--- config.mk ---
export PLATFORM = sky130hd
export DESIGN_NAME = fetch_ctrl
export DESIGN_NICKNAME = d
export VERILOG_FILES = /design/src/rtl/fetch_ctrl.sv
export SDC_FILE = /design/constraint.sdc
export NUM_CORES = 1
export LEC_CHECK = 0
export BUFFER_PORTS_ARGS = -buffer_cell sky130_fd_sc_hd__buf_2
export CELL_PAD_IN_SITES_DETAIL_PLACEMENT = 1
export CELL_PAD_IN_SITES_GLOBAL_PLACEMENT = 2
export CORE_MARGIN = 2
export CORE_UTILIZATION = 28
export CTS_CLUSTER_SIZE = 40
export DETAILED_ROUTE_END_ITERATION = 10
export GPL_ROUTABILITY_DRIVEN = 0
export PLACE_DENSITY = 0.75
export REMOVE_ABC_BUFFERS = 1
export SETUP_SLACK_MARGIN = 0.15
export SYNTH_ARGS = -nofsm -noshare
export SYNTH_HDL_FRONTEND = slang
export SYNTH_SLANG_ARGS = --single-unit
--- constraint.sdc ---
create_clock -name clk -period 2.3 [get_ports clk]
set_clock_uncertainty 0.05 [all_clocks]
set_input_delay 0.115 -clock clk [delete_from_list [all_inputs] [get_ports clk]]
set_output_delay 0.115 -clock clk [all_outputs]
set_load 0.02 [all_outputs]
--- src/rtl/fetch_ctrl.sv ---
`default_nettype none
// ============================================================================
// Module   : fetch_ctrl
// Brief    : Instruction-fetch sequencer for a multi-cycle, stalling
//            instruction memory. Owns the PC, issues one request at a time,
//            captures the returned word and hands it to decode over a
//            valid/ready handshake. Supports redirect, halt and timeout.
// Revision : 1.0 - initial release
// ============================================================================
module fetch_ctrl #(
    parameter logic [15:0] RESET_PC = 16'h0000,
    parameter int          MAX_WAIT = 8
) (
    input  logic        clk,
    input  logic        rst,
    input  logic        halt,
    input  logic        redirect,
    input  logic [15:0] redirect_pc,
    output logic        mem_en,
    output logic [15:0] mem_addr,
    input  logic        mem_stall,
    input  logic        mem_done,
    input  logic [15:0] mem_rdata,
    output logic [15:0] instr,
    output logic [15:0] instr_pc,
    output logic [15:0] instr_pc2,
    output logic        instr_valid,
    input  logic        instr_ready,
    output logic        halted,
    output logic        err
);

    localparam logic [7:0] WAIT_LIMIT = 8'(MAX_WAIT - 1);

    typedef enum logic [2:0] {
        S_REQ    = 3'd0,
        S_WAIT   = 3'd1,
        S_HOLD   = 3'd2,
        S_DRAIN  = 3'd3,
        S_HALTED = 3'd4
    } state_t;

    state_t      state_q, state_d;
    logic [15:0] pc_q, pc_d;
    logic [7:0]  cnt_q, cnt_d;
    logic        pend_q, pend_d;
    logic        err_q, err_d;
    logic        capture;
    logic        timeout;

    // Timeout fires on the cycle the counter has already reached the limit.
    assign timeout = (cnt_q >= WAIT_LIMIT);

    // State register.
    always_ff @(posedge clk) begin
        if (rst) begin
            state_q <= S_REQ;
        end else begin
            state_q <= state_d;
        end
    end

    // Next-state and next-datapath decode; halt outranks redirect, which outranks normal flow.
    always_comb begin
        state_d = state_q;
        pc_d    = pc_q;
        cnt_d   = cnt_q;
        pend_d  = pend_q;
        err_d   = err_q;
        capture = 1'b0;
        case (state_q)
            S_REQ: begin
                if (halt) begin
                    state_d = S_HALTED;
                end else if (redirect) begin
                    pc_d = redirect_pc;
                end else if (!mem_stall) begin
                    state_d = S_WAIT;
                    cnt_d   = 8'd0;
                end
            end
            S_WAIT: begin
                if (halt) begin
                    pend_d = 1'b1;
                end else if (redirect) begin
                    pc_d = redirect_pc;
                end
                if (mem_done) begin
                    // A response landing with a redirect has nothing left outstanding.
                    if (halt || pend_q) begin
                        state_d = S_HALTED;
                    end else if (redirect) begin
                        state_d = S_REQ;
                    end else begin
                        capture = 1'b1;
                        state_d = S_HOLD;
                    end
                end else if (timeout) begin
                    err_d   = 1'b1;
                    state_d = S_HALTED;
                end else begin
                    cnt_d = cnt_q + 8'd1;
                    if (!halt && redirect) begin
                        state_d = S_DRAIN;
                    end
                end
            end
            S_DRAIN: begin
                if (halt) begin
                    pend_d = 1'b1;
                end else if (redirect) begin
                    pc_d = redirect_pc;
                end
                if (mem_done) begin
                    state_d = (halt || pend_q) ? S_HALTED : S_REQ;
                end else if (timeout) begin
                    err_d   = 1'b1;
                    state_d = S_HALTED;
                end else begin
                    cnt_d = cnt_q + 8'd1;
                end
            end
            S_HOLD: begin
                if (halt) begin
                    state_d = S_HALTED;
                end else if (redirect) begin
                    pc_d    = redirect_pc;
                    state_d = S_REQ;
                end else if (instr_ready) begin
                    pc_d    = pc_q + 16'd2;
                    state_d = S_REQ;
                end
            end
            S_HALTED: begin
                state_d = S_HALTED;
            end
            default: begin
                state_d = S_REQ;
            end
        endcase
    end

    // PC, wait counter, halt-pending, sticky error and captured instruction registers.
    always_ff @(posedge clk) begin
        if (rst) begin
            pc_q      <= RESET_PC;
            cnt_q     <= 8'd0;
            pend_q    <= 1'b0;
            err_q     <= 1'b0;
            instr     <= 16'h0000;
            instr_pc  <= 16'h0000;
            instr_pc2 <= 16'h0002;
        end else begin
            pc_q   <= pc_d;
            cnt_q  <= cnt_d;
            pend_q <= pend_d;
            err_q  <= err_d;
            if (capture) begin
                instr     <= mem_rdata;
                instr_pc  <= pc_q;
                instr_pc2 <= pc_q + 16'd2;
            end
        end
    end

    assign mem_en      = (state_q == S_REQ);
    assign mem_addr    = pc_q;
    assign instr_valid = (state_q == S_HOLD);
    assign halted      = (state_q == S_HALTED);
    assign err         = err_q;

endmodule
`default_nettype wire

# Word level (Yosys, flattened, before mapping)
# Cells that the tools add are included.
[classes]
n_addsub = 2
n_lt_le_gt_ge = 1
n_eq_ne = 18
mux = 31
bitwise_logic = 1
reduce_logical = 13
[ops]
columns = ["operator", "n"]
rows = [
  ["$mux 16", 5],
  ["$mux 8", 5],
  ["$mux 3", 13],
  ["$pmux 16 s2", 1],
  ["$add 16x2->16 const B", 1],
  ["$pmux 8 s2", 1],
  ["$pmux 3 s5", 1],
  ["$ne 2x2->1 const B", 7],
  ["$reduce_and 5->1", 2],
  ["$ne 3x3->1 const B", 3],
  ["$add 8x1->8 const B", 1],
  ["$ge 8x3->1 const B", 1],
  ["$eq 3x2->1 const B", 2],
  ["$reduce_and 6->1", 1],
  ["$mux 1", 4],
  ["$ne 4x3->1 const B", 1],
  ["$ne 4x4->1 const B", 1],
  ["$reduce_bool 2->1", 2],
  ["$eq 3x1->1 const B", 1],
  ["$eq 3x3->1 const B", 1],
  ["$logic_not 3->1", 1],
  ["$ne 3x2->1 const B", 1],
  ["$reduce_and 3->1", 1],
  ["$reduce_or 3->1", 1],
  ["8 further kinds", 8],
]
[totals]
regBits = 77
input_bits = 39
out_inout_bits = 68
word_cells = 74

# Logic depth before layout (Yosys ltp)
[logic_depth]
ltp_word = 6
depth_mapped = 7
ltp_nobuf = 5

# Worst setup path after synthesis
# No wires, ideal clock.
[synth_path]
kind = "register to register"
start = "register pc_q[1], in the netlist mem_addr[1]"
end = "register pc_q[11], in the netlist mem_addr[11]"
arrival_time_ns = 1.662
t_required_ns = 2.158
setup_slack_ns = 0.496
stages_incl_launch_ff = 6
path_buffers = 0
cell_sequence = "dfxtp_1 -> ha_1 -> nand4_1 -> or3_1 -> o31a_1 -> o32ai_1"
[synth_between]
elab_chain_len = 5
[synth_rtl]
columns = ["element", "line_no", "text"]
rows = [
  ["start, declared", "44", "logic [15:0] pc_q, pc_d;"],
  ["start signal, assigned", "154", "pc_q <= pc_d;"],
  ["$add 16x2->16", "130", "pc_d = pc_q + 16'd2;"],
  ["$mux 16", "129", "end else if (instr_ready) begin"],
  ["$mux 16", "126", "end else if (redirect) begin"],
  ["$mux 16", "124", "if (halt) begin"],
  ["$pmux 16 s2", "71", "case (state_q)"],
]
# No other way between the ends. The select of a mux whose other input is x is not followed.
# A chain may end at the register's enable or synchronous reset.

# Worst setup path in the final report
[layout_path]
start = "register state_q[1]"
end = "register pc_q[8], in the netlist mem_addr[8]"
[layout_between]
elab_chain_len = 4
[layout_rtl]
columns = ["element", "line_no", "text"]
rows = [
  ["start, declared", "43", "state_t state_q, state_d;"],
  ["start signal, assigned", "59", "state_q <= state_d;"],
  ["$eq 3x2->1, or another cell as far along", "71", ""],
  ["$reduce_or 3->1 (no source line)", "-", ""],
  ["$ne 2x1->1 (no source line), or another cell as far along", "-", ""],
  ["$reduce_and 5->1 (no source line)", "-", ""],
]
# Parallel ways exist; a longest one is shown, timed or not.

==> impl.org <==
** Outcome
- The flow ran to the end, and the final reports show no timing, DRC or antenna violations.

** Placement
- Counting tap cells, the placed design contains a total of 655 instances.
- Once placement finished, the instance area stood at about 4100 µm².
- Detailed placement finished with a half-perimeter wire length of around 7500 µm.
- In this run the tool buffered the top-level ports with 106 buffer cells.
- Post-Place Worst Slack :: 0.3273 ns

** Cells and area
- Fin nets :: 576
- Measured on the finished design, the core utilization comes to 0.3800.
- The number of antenna diodes in the final layout is 0.
- Number of standard cells in the final layout excluding fillers :: 687
- Syn-to-layout area delta :: 32.90%
- In the final layout, the share of cells above drive strength 1 is 0.2630.
- Post-route design area :: 4564 µm²

** Power
- Of the total power, the share spent switching nets is 0.2606.
- Static leakage power :: 1.833 nW
- In this run the power spent charging and discharging nets is 0.8528 mW.
- Clock Power Share :: 0.441
- Ratio of total power to cell area :: around 720 nW/µm²
- Power comes to 3.272 mW.
- Combinational power share :: 0.125
- Internal power consumption :: 2.419 mW
- Sequential share of power :: 0.434
- Peak supply drop :: 0.2640 mV

** Min path
- Tightest Hold Check Type :: input port to register
- The worst hold path was traced through 3 stages.

** Clock tree
- Counting every sink on the clock net gives 76.
- Clk pin slew, worst setup/hold paths :: 0.06 ns
- The later pin in the worst-skew pair is clocked with a latency of between 0.3 and 0.4 ns.
- Number of setup buffers added after CTS :: 0
- CTS Buf Count :: 9
- CTS built an H-tree with a depth of 3.
- CTS placed an instance of clkbuf_16 at the clock tree root.
- Clock tree from TritonCTS :: yes
- Number of buffers between clock root and the deepest sink :: 2

** Synth
- Seq/Total Area, Yosys :: 0.4430
- Each instance of the synthesized netlist takes up on average 8.062 µm².
- In this run the cell area of the synthesized design comes to 3435 µm².
- The area fraction in compound gates after synthesis is 0.2011.
- In this run, synthesis produced a sequential element count of 76.
- Yosys printed 0 warnings.
- Of the post-synthesis cell area, the dominant cell type holds 0.4430.
- Xor/xnor cell area share of the yosys netlist :: 0.03060
- Synth area leaders :: dfxtp_1 (44%), nand2_1 (8.5%), a21oi_1 (7.7%)
- Mux share of post-synthesis cell area :: 0
- Synthesis produced a netlist whose cell count is 426.
- Of the total synthesized cell area, the portion taken by full adders, half adders and majority gates is 0.007286.
- Library cells used by synthesis :: 51
- The most used flip-flop cell after synthesis is dfxtp_1.
- Number of enable flip-flop cells after synthesis :: 0
- Cell taking the most area after synthesis :: dfxtp_1
- Share of flip-flops with an asynchronous set or reset :: 0
- After synthesis, the largest family of logic cells by area is simple AND/OR/NAND/NOR gates.
- Of the total synthesized cell area, the portion taken by AND, OR, NAND and NOR gates is 0.2561.

** Die
- Starting Density :: 0.2859
- In this run the core area contains 40 standard-cell rows.
- DIE AREA :: roughly 13,000 µm²
- The die is 114.8 µm wide.
- The floorplan step defined a core boundary enclosing 12,010 µm².
- Vertical die dimension :: roughly 110 µm
- IO Count :: 107

** STA
- Setup violations remaining at the end of the flow were counted as 0.
- Setup slack closes at 0.3191 ns.
- The max-slew violation total from the final report came to 0.
- Max transition margin :: 0.6028
- Share of the clock period used by the worst path :: 0.8613
- Setup repair after global routing could not meet its margin everywhere.
- The worst path needs between 1.5 and 2 ns of the cycle, external delays included.
- Setup total negative slack on the finished layout was measured at 0 ns.
- Worst Hold Slack :: 0.01797 ns
- Hold violation total from the final report :: 0
- Least-Margin Pin Slew :: 0.5904 ns
- Derived from the worst setup path, the maximum achievable clock frequency is a little over 0.5 GHz.

** Drt
- Post-route antenna net violation count :: 0
- Dividing the detail-routed wire length by the instance count gives roughly 16 µm.
- In this run, the number of DRC markers left after iteration 0 of detailed routing was 118.
- Pre-antenna DRT Iters :: 4
- Using the TritonRoute via totals, the vias-per-cell ratio works out to 4.952.
- Via count :: about 3,400
- Number of design rule violations left after detail routing :: 0
- Wires add up to 10,740 µm.

** Setup path
- In this run the worst path has a maximum fanout of 37.
- Worst Setup Path Type :: register to register
- Counting cells, the worst reg-to-reg path comes to 4.
- The largest single stage delay on the critical path is 0.73 ns.
- Slowest-stage cell, CP :: or4b_4
- Cell breakdown of the critical path :: or4b_4 > nor4_1 > a21oi_1 > o32ai_1
- The worst setup path is captured at a register.
- Startpoint types :: register
- Arrival time at the worst endpoint :: around 2.2 ns
- Data on the critical path is required at its endpoint by 2.49 ns.

** GRT
- Via count of the first global-routing pass :: approximately 3,400
- First-pass GRT wire length :: 17,230 µm
- Global routing finished with a remaining overflow of 0.
- Pin count of the biggest net entering global routing :: 39
- Global Route Usage Sum :: 0.1656
- Initial antenna violation count :: 0

** Job
- Max-cap violation count :: 0
repair_timing:
action | CTS | global route
resized for setup | 0 | 2
hold buffers | 16 | 0
endpoints found under the hold margin | 16 | 0
endpoints found under the setup margin | 0 | 4
sequential cells by signal, summed over array words and instances, names as in the netlist:
| name | count |
|---|---|
| mem_addr | 16 |
| instr_pc | 16 |
| instr | 16 |
| cnt_q | 8 |
| instr_pc2 | 15 |
| pend_q | 1 |
| err | 1 |
| state_q | 3 |
metal layers:
metal  part of all wire  GRT usage
met1               0.48     0.2203
met2               0.47     0.2706
met3              0.030    0.02741
met4              0.015    0.06345
met5                  0          0
cell usage in the layout (no fill, tap or decap), drive strengths merged, types with 5 or more instances in the layout:
cell type    synthesis  layout
nor3b                5       5
nor2                29      29
and2                10      10
nand2               78      78
dlygate4sd3          0      16
inv                  8       8
buf                 17     118
nand2b              10      10
nand4                5       5
nor4                 7       7
dfxtp               76      76
a21oi               53      53
a211oi              12      12
nor3                 8       8
clkbuf              19      11
o21ai               19      19
nand3                8       8
xnor2               10      10
worst max-delay path: cells and delay by family (launching register included):
kind / cells / cell delay [ns]
flops: 1 / 0.54
compound gates: 2 / 0.22
simple gates: 2 / 1.07
cell families after synthesis:
| group | after synthesis |
|---|---|
| AND/OR/NAND/NOR | 179 |
| AO/OA/AOI/OAI | 113 |
| flip-flops | 76 |
| buffers and inverters | 44 |
| XOR/XNOR | 12 |
| adder cells (fa/ha/maj) | 2 |
power groups by stage:
stage / Clock, mW / Sequential (mW) / Combinational (mW)
3_3_place_gp: 0 / 1.44 / 0.380
2_1_floorplan: 0 / 1.47 / 0.178
6_report: 1.44 / 1.42 / 0.409
4_1_cts: 1.49 / 1.42 / 0.411
5_1_grt: 1.56 / 1.43 / 0.451
3_5_place_dp: 0 / 1.45 / 0.388
cell usage after synthesis (all sizes together), types with 3 or more instances:
cell and number:
dfxtp 76, a311oi 4, xnor2 10, clkbuf 19, nand4 5, o21ai 19
nor3b 5, buf 17, nand3 8, nand2b 10, nand2 78, inv 8
a21oi 53, and2 10, nor2b 4, a211oi 12, o32ai 3, o2bb2ai 4
and3 3, a22oi 4, nor2 29, nor4 7, nor3 8
worst paths after layout:
path                                         startpoint                       end  slack, ns
worst max-delay path            state_q[1]$_SDFFE_PP0P_  mem_addr[8]$_SDFFE_PP0P_       0.32
worst min-delay path                     redirect_pc[2]  mem_addr[2]$_SDFFE_PP0P_       0.02
worst max register to register  state_q[1]$_SDFFE_PP0P_  mem_addr[8]$_SDFFE_PP0P_       0.32
worst min register to register    instr[0]$_SDFFE_PP0P_     instr[0]$_SDFFE_PP0P_       0.40
layout make-up:
type | count | area (µm²)
Clock buffer | 11 | 252.7
Sequential cell | 76 | 1521
Inverter | 8 | 30.03
Tap cell | 147 | 183.9
Multi-Input combinational cell | 306 | 1720
Timing Repair Buffer | 134 | 805.8
Clock inverter | 5 | 50.05
Fill cell | 1452 | 7447
Power figures use the tool's default switching activity.
